**config.mk**
```make
export PLATFORM = sky130hd
export DESIGN_NAME = sprite_frame_scheduler
export DESIGN_NICKNAME = d
export VERILOG_FILES = /design/src/rtl/sprite_frame_scheduler.sv
export SDC_FILE = /design/constraint.sdc
export NUM_CORES = 1
export LEC_CHECK = 0
export BUFFER_PORTS_ARGS = -buffer_cell sky130_fd_sc_hd__buf_2
export CAP_MARGIN = 20
export CORE_MARGIN = 3
export CORE_UTILIZATION = 37
export CTS_CLUSTER_SIZE = 20
export DETAILED_ROUTE_END_ITERATION = 16
export SETUP_SLACK_MARGIN = 0.05
export SLEW_MARGIN = 15
export SYNTH_ARGS = -nofsm -noshare
export SYNTH_HDL_FRONTEND = slang
export SYNTH_SLANG_ARGS = --single-unit
```
**constraint.sdc**
```tcl
create_clock -name clock -period 4.25 [get_ports clock]
set_input_delay 0.6375 -clock clock [delete_from_list [all_inputs] [get_ports clock]]
set_output_delay 0.6375 -clock clock [all_outputs]
set_load 0.1 [all_outputs]
```
**src/rtl/sprite_frame_scheduler.sv**
```systemverilog
// rtl/sprite_frame_scheduler.sv - per-frame erase/redraw pixel sequencer for sprite channels; optional clipping via `define CLIP_EN
module sprite_frame_scheduler #(
   parameter int NUM_SPRITES = 7,
   parameter int X_W         = 8,
   parameter int Y_W         = 7,
   parameter int COLOUR_W    = 3,
   parameter int SPR_W       = 6,
   parameter int SPR_H       = 7,
   // duck: bit j*SPR_W+i set means pixel (i,j) is opaque; one 6-bit row per group, row 0 rightmost
   parameter logic [SPR_W*SPR_H-1:0] SPR_MASK =
      42'b000000_000000_011110_011100_001000_001110_001100,
   parameter logic [COLOUR_W-1:0] BG_COLOUR = '0,
   parameter int SCREEN_W    = 160,
   parameter int SCREEN_H    = 120
) (
   input  logic                            clock,
   input  logic                            resetn,
   input  logic                            frame_tick,
   input  logic [NUM_SPRITES-1:0]          spr_en,
   input  logic [NUM_SPRITES*X_W-1:0]      spr_x,
   input  logic [NUM_SPRITES*Y_W-1:0]      spr_y,
   input  logic [NUM_SPRITES*COLOUR_W-1:0] spr_colour,
   input  logic                            plot_ready,
   output logic [X_W-1:0]                  x_out,
   output logic [Y_W-1:0]                  y_out,
   output logic [COLOUR_W-1:0]             colour,
   output logic                            plot,
   output logic                            busy,
   output logic                            frame_done,
   output logic                            overrun
);

   localparam int KW = (NUM_SPRITES > 1) ? $clog2(NUM_SPRITES) : 1;
   localparam int CW = (SPR_W > 1) ? $clog2(SPR_W) : 1;
   localparam int RW = (SPR_H > 1) ? $clog2(SPR_H) : 1;
   localparam logic [63:0] MASK64 = 64'(SPR_MASK);

   // Reject configurations the raster counters and mask index cannot cover
   if (NUM_SPRITES < 1 || NUM_SPRITES > 16 || SPR_W < 1 || SPR_W > 8 ||
       SPR_H < 1 || SPR_H > 8 || SCREEN_W < 1 || SCREEN_H < 1) begin : g_param_check
      $error("sprite_frame_scheduler: parameter out of range");
   end

   typedef enum logic [2:0] {
      S_IDLE,
      S_SCAN,
      S_ERASE,
      S_DRAW,
      S_FLUSH,
      S_DONE
   } state_t;

   state_t                        state, state_nx;
   logic [KW-1:0]                 k, k_nx;
   logic [CW-1:0]                 col, col_nx;
   logic [RW-1:0]                 row, row_nx;
   logic [NUM_SPRITES-1:0]        drawn, drawn_nx;
   logic                          capture, load_pix, latch_old;

   logic [NUM_SPRITES-1:0]        sh_en;
   logic [NUM_SPRITES*X_W-1:0]    sh_x;
   logic [NUM_SPRITES*Y_W-1:0]    sh_y;
   logic [NUM_SPRITES*COLOUR_W-1:0] sh_colour;
   logic [X_W-1:0]                old_x [NUM_SPRITES];
   logic [Y_W-1:0]                old_y [NUM_SPRITES];

   logic                          adv;
   logic                          step_last, k_last, row_end;
   logic [X_W-1:0]                anc_x;
   logic [Y_W-1:0]                anc_y;
   logic [COLOUR_W-1:0]           pix_colour;
   logic [X_W-1:0]                pix_x;
   logic [Y_W-1:0]                pix_y;
   logic [5:0]                    mask_idx;
   logic                          mask_bit, pix_vis;

   // Output stage is free when it holds no pixel or the sink takes the one it holds
   assign adv       = !plot || plot_ready;
   assign row_end   = (col == CW'(SPR_W - 1));
   assign step_last = row_end && (row == RW'(SPR_H - 1));
   assign k_last    = (k == KW'(NUM_SPRITES - 1));
   assign mask_idx  = 6'(row) * 6'(SPR_W) + 6'(col);
   assign mask_bit  = MASK64[mask_idx];

   // Anchor and colour of the raster pass in progress: last drawn spot for erase, snapshot for draw
   always_comb begin
      anc_x      = old_x[k];
      anc_y      = old_y[k];
      pix_colour = BG_COLOUR;
      if (state == S_DRAW) begin
         anc_x      = sh_x[k*X_W +: X_W];
         anc_y      = sh_y[k*Y_W +: Y_W];
         pix_colour = sh_colour[k*COLOUR_W +: COLOUR_W];
      end
   end

`ifdef CLIP_EN
   logic [X_W:0] px_full;
   logic [Y_W:0] py_full;
   assign px_full = {1'b0, anc_x} + (X_W+1)'(col);
   assign py_full = {1'b0, anc_y} + (Y_W+1)'(row);
   assign pix_x   = px_full[X_W-1:0];
   assign pix_y   = py_full[Y_W-1:0];
   // Off-screen or carried-out positions still take their step but never plot
   assign pix_vis = !px_full[X_W] && !py_full[Y_W] &&
                    (32'(pix_x) < 32'(SCREEN_W)) && (32'(pix_y) < 32'(SCREEN_H));
`else
   assign pix_x   = anc_x + X_W'(col);
   assign pix_y   = anc_y + Y_W'(row);
   assign pix_vis = 1'b1;
`endif

   // Next-state logic: channel scan, erase/draw raster walk, frame completion
   always_comb begin
      state_nx  = state;
      k_nx      = k;
      col_nx    = col;
      row_nx    = row;
      drawn_nx  = drawn;
      capture   = 1'b0;
      load_pix  = 1'b0;
      latch_old = 1'b0;
      case (state)
         S_IDLE: begin
            if (frame_tick) begin
               capture  = 1'b1;
               k_nx     = '0;
               state_nx = S_SCAN;
            end
         end
         S_SCAN: begin
            if (adv) begin
               col_nx = '0;
               row_nx = '0;
               if (drawn[k])
                  state_nx = S_ERASE;
               else if (sh_en[k])
                  state_nx = S_DRAW;
               else if (k_last)
                  state_nx = S_DONE;
               else
                  k_nx = k + KW'(1);
            end
         end
         S_ERASE: begin
            if (adv) begin
               load_pix = 1'b1;
               if (step_last) begin
                  col_nx = '0;
                  row_nx = '0;
                  if (sh_en[k]) begin
                     state_nx = S_DRAW;
                  end else begin
                     drawn_nx[k] = 1'b0;
                     if (k_last) begin
                        state_nx = S_FLUSH;
                     end else begin
                        k_nx     = k + KW'(1);
                        state_nx = S_SCAN;
                     end
                  end
               end else if (row_end) begin
                  col_nx = '0;
                  row_nx = row + RW'(1);
               end else begin
                  col_nx = col + CW'(1);
               end
            end
         end
         S_DRAW: begin
            if (adv) begin
               load_pix = 1'b1;
               if (step_last) begin
                  col_nx      = '0;
                  row_nx      = '0;
                  drawn_nx[k] = 1'b1;
                  latch_old   = 1'b1;
                  if (k_last) begin
                     state_nx = S_FLUSH;
                  end else begin
                     k_nx     = k + KW'(1);
                     state_nx = S_SCAN;
                  end
               end else if (row_end) begin
                  col_nx = '0;
                  row_nx = row + RW'(1);
               end else begin
                  col_nx = col + CW'(1);
               end
            end
         end
         // Hold frame_done back until the final pixel has left the output register
         S_FLUSH: begin
            if (adv)
               state_nx = S_DONE;
         end
         S_DONE: begin
            state_nx = S_IDLE;
         end
         default: begin
            state_nx = S_IDLE;
         end
      endcase
   end

   // Sequencer state register
   always_ff @(posedge clock or negedge resetn) begin
      if (!resetn) begin
         state <= S_IDLE;
         k     <= '0;
         col   <= '0;
         row   <= '0;
         drawn <= '0;
      end else begin
         state <= state_nx;
         k     <= k_nx;
         col   <= col_nx;
         row   <= row_nx;
         drawn <= drawn_nx;
      end
   end

   // Snapshot of the sprite sources taken on the accepted frame tick
   always_ff @(posedge clock or negedge resetn) begin
      if (!resetn) begin
         sh_en     <= '0;
         sh_x      <= '0;
         sh_y      <= '0;
         sh_colour <= '0;
      end else if (capture) begin
         sh_en     <= spr_en;
         sh_x      <= spr_x;
         sh_y      <= spr_y;
         sh_colour <= spr_colour;
      end
   end

   // Remember where each channel was last drawn so the next frame can erase it
   always_ff @(posedge clock or negedge resetn) begin
      if (!resetn) begin
         for (int n = 0; n < NUM_SPRITES; n++) begin
            old_x[n] <= '0;
            old_y[n] <= '0;
         end
      end else if (latch_old) begin
         old_x[k] <= anc_x;
         old_y[k] <= anc_y;
      end
   end

   // Registered pixel port; frozen while a plotted pixel waits for plot_ready
   always_ff @(posedge clock or negedge resetn) begin
      if (!resetn) begin
         x_out  <= '0;
         y_out  <= '0;
         colour <= '0;
         plot   <= 1'b0;
      end else if (load_pix) begin
         x_out  <= pix_x;
         y_out  <= pix_y;
         colour <= pix_colour;
         plot   <= mask_bit && pix_vis;
      end else if (adv) begin
         plot   <= 1'b0;
      end
   end

   // Sticky flag for ticks that arrive while an update is still running
   always_ff @(posedge clock or negedge resetn) begin
      if (!resetn)
         overrun <= 1'b0;
      else if (frame_tick && (state != S_IDLE))
         overrun <= 1'b1;
   end

   assign busy       = (state != S_IDLE);
   assign frame_done = (state == S_DONE);

endmodule

```
==> summary.txt <==
Finish
  • Post-route cell area: 16000 um2
  • Layout Cells excl Fill: 1772
  • Antenna cells: 0
  • Fill count: 3323
  • Layout cells sized above 1: 38.6%
  • Fin nets: 1441
  • Area growth from synthesis to layout: 19.2%

Placement
  • DP Cell Count: between 1500 and 2000
  • Area after DPL: 14800 um2
  • GP Congestion: 0.830
  • HPWL after DPL: 26900 um
  • Port Buf Inserts: 158

Route
  • Drt drc: 0
  • Initial DRC count: 711
  • Post-route ant nets: 0
  • Wire per inst: 21.6 um
  • Vias per cell: 5.46
  • Routed wire length: about 38000 um
  • Via count: 9671
  • First-pass iteration count of the detailed router: 5

Yosys
  • YS warnings: 0
  • Synth area leaders: dfrtp_1 (52%), mux2_2 (18%), nand2_1 (3.2%), mux2i_1 (2.7%), o21ai_0 (2.5%)
  • Synth Net Count: roughly 1300
  • FFs w/ async S/R, synth: 100%
  • Main combinational cell family by area after synthesis: multiplexers
  • Syn Inst Count: around 1100
  • Post-synth top flop: dfrtp_1
  • Netlist Area Pre-Place: 13400 um2
  • Distinct cell type count after synthesis: 75
  • Mean post-synth cell area: 12.0 um2
  • Yosys reg bits: 277
  • Cell taking the most area after synthesis: dfrtp_1
  • Top cell type's share of synthesized area: 51.6%
  • Mux share of post-synthesis cell area: 23.3%
  • Adder-cell share of the synthesized area: 1.98%
  • Complex-gate fraction of the synthesized area: 11.2%
  • EDFF count, synth: 0
  • Seq/Total Area, Yosys: between 50% and 60%
  • XOR/XNOR Fraction of Synth Area: 0.652%
  • Simple-gate share of the synthesized area: 7.63%

Global route
  • GRT busiest layer: met2
  • Vias in the first global route: 10123
  • GRT overflow: 0
  • First-pass GRT wire length: 59500 um
  • Pin count of the biggest net entering global routing: 94
  • Total track usage: 19.8%
  • Initial antenna violation count: 0
  • Routing usage on met2: 30.7%
  • Global routing usage on met1: between 20% and 30%
  • GR Util met3: 4.27%

CTS
  • Clock Latency Late Sink: roughly 0.52 ns
  • Cts hold-fix bufs: 0
  • Post-CTS Setup Inserts: 0
  • Resized cells post-CTS: 0
  • Clock buffer count from CTS: 34
  • Sink Count: around 280
  • Root Buffer: clkbuf_16
  • Worst-path clk slew: 0.05 ns
  • H-tree levels: 2
  • Max clock buf depth: 3
  • CTS tree: done

Critical path
  • CP required: 4.68 ns
  • R2R setup slack: slightly below 0.5 ns
  • CP arrival: between 4 and 5 ns
  • CP peak stage delay: 0.84 ns
  • Worst r2r src: state[0]$_DFFE_PN0P_
  • CP most frequent cell: inv_1
  • Worst setup path start: state[0]$_DFFE_PN0P_
  • CP delay by family, top: simple AND/OR/NAND/NOR gates
  • Register-to-Register Path Depth: 11
  • Worst setup EP type: flop
  • CP Class: reg -> reg
  • Slowest CP cell: and3b_1
  • Worst R2R End: y_out[6]$_DFFE_PN0P_
  • Worst Setup Start Kind: flop
  • CP max FO: 15
  • Worst Path Buf+Inv: 2
  • Crit path cell chain: and3b_1 > nand2_1 > o21ai_1 > ha_1 > inv_1 > fa_1 > inv_1 > a21o_1 > o311ai_0 > or4b_1 > a31oi_1

Timing
  • Setup Skew: 0.0209 ns
  • Part of the cycle the worst path needs: between 80% and 90%
  • Slew margin rel.: between 20% and 30%
  • RSZ-0062 raised after global routing: no
  • Final setup fails: 0
  • Fmax: between 200 and 300 MHz
  • Max-slew violations: 0
  • Measured slew at the worst slew-check pin: 1.12 ns
  • Fin. Hold Viols: 0
  • Setup TNS: 0 ns
  • Worst Hold Slack: 0.138 ns
  • Fin crit period: 3.75 ns

Power
  • Design Power: around 12 mW
  • Power Density: 734 nW/um2
  • Maximum vdd drop: 348 uV
  • Pleak: 7.33 nW

Floorplan
  • Die height: 197 um
  • Core area: 35700 um2
  • Rows: 69
  • Chip Width: a little under 200 um
  • Starting Density: between 30% and 40%
  • IO Pins: 159
  • Die area: 38600 um2

Worst hold path
  • Hold crit path type: in -> async

Run status
  • Status: finished clean

Run
  • Max-capacitance violation count: 0
## logic make-up after synthesis
family                   count (synthesis)
adder cells (fa/ha/maj)                 19
multiplexers                           272
flip-flops                             277
XOR/XNOR                                10
AND/OR/NAND/NOR                        223
AO/OA/AOI/OAI                          223
buffers and inverters                   98
## flip-flops by register name, summed over array words and instances (netlist names), 7 cells and up, named ones only
name	count
old_x	56
sh_x	56
old_y	49
sh_y	49
sh_colour	21
x_out	8
sh_en	7
y_out	7
## cell usage after synthesis, types with 5 or more instances
cell,instances
nor2_1,33
nand2_1,116
ha_1,14
a21o_1,8
a221o_1,7
a31oi_1,8
and3_1,8
mux4_2,10
nand2b_1,8
xnor2_1,7
mux2i_1,36
a221oi_1,15
o21ai_0,68
inv_1,20
buf_4,6
a211oi_1,8
nor3_1,8
mux2_1,5
buf_2,23
dfrtp_1,277
nor2b_1,10
a21oi_1,39
clkbuf_1,39
a22oi_1,13
nand3_1,12
o31ai_1,7
o22ai_1,10
a22o_1,5
mux2_2,220
## how the worst max path moves through the flow
stage | slack (ns) | endpoint | depth (start not counted)
after floorplan | 0.86 | y_out[6]$_DFFE_PN0P_ | 16
after global placement | 0.70 | x_out[7]$_DFFE_PN0P_ | 8
after detailed placement | 0.61 | y_out[6]$_DFFE_PN0P_ | 11
after CTS | 0.57 | x_out[7]$_DFFE_PN0P_ | 8
after global routing | 0.25 | y_out[6]$_DFFE_PN0P_ | 11
final | 0.50 | y_out[6]$_DFFE_PN0P_ | 11
## placed cells by master (no fill, tap or decap), types with 12 or more instances in the layout
cell type	count
ha_1	14
a22oi_1	13
o21ai_0	68
nor2_1	32
mux2_2	220
buf_4	42
inv_1	20
a221oi_1	15
clkbuf_16	35
nand2_1	116
a21oi_1	39
dfrtp_1	274
buf_2	157
nand3_1	12
mux2i_1	36
## layer usage
layer / vias to the layer above / wire (um)
li1: 4404 / -
met4: 0 / 849
met5: - / 0
met3: 64 / 2690
met1: 4864 / 17400
met2: 339 / 17300
## power breakdown
part | total (mW) | internal, mW | leakage, nW | switching (mW)
clock | 3.00 | 1.85 | 0.560 | 1.14
sequential | 3.96 | 3.41 | 3.55 | 0.553
combinational | 4.78 | 1.84 | 3.22 | 2.94
## final cells by class
class / count / area (um2) / area share, %
Sequential cell: 277 / 6940 / 43.4
Timing Repair Buffer: 205 / 1220 / 7.60
Clock buffer: 49 / 978 / 6.11
Clock inverter: 12 / 190 / 1.19
Tap cell: 461 / 577 / 3.60
Multi-Input combinational cell: 747 / 6020 / 37.6
Inverter: 21 / 78.8 / 0.493
## per-stage QoR
stage | setup slack, ns | utilization, %
final | 0.496 | 44.9
after floorplan | 0.863 | -
after global placement | 0.695 | 41.6
after global routing | 0.254 | 44.9
after detailed placement | 0.612 | 41.6
after CTS | 0.575 | 44.9
Note: power is estimated with default switching activity, not from simulation.
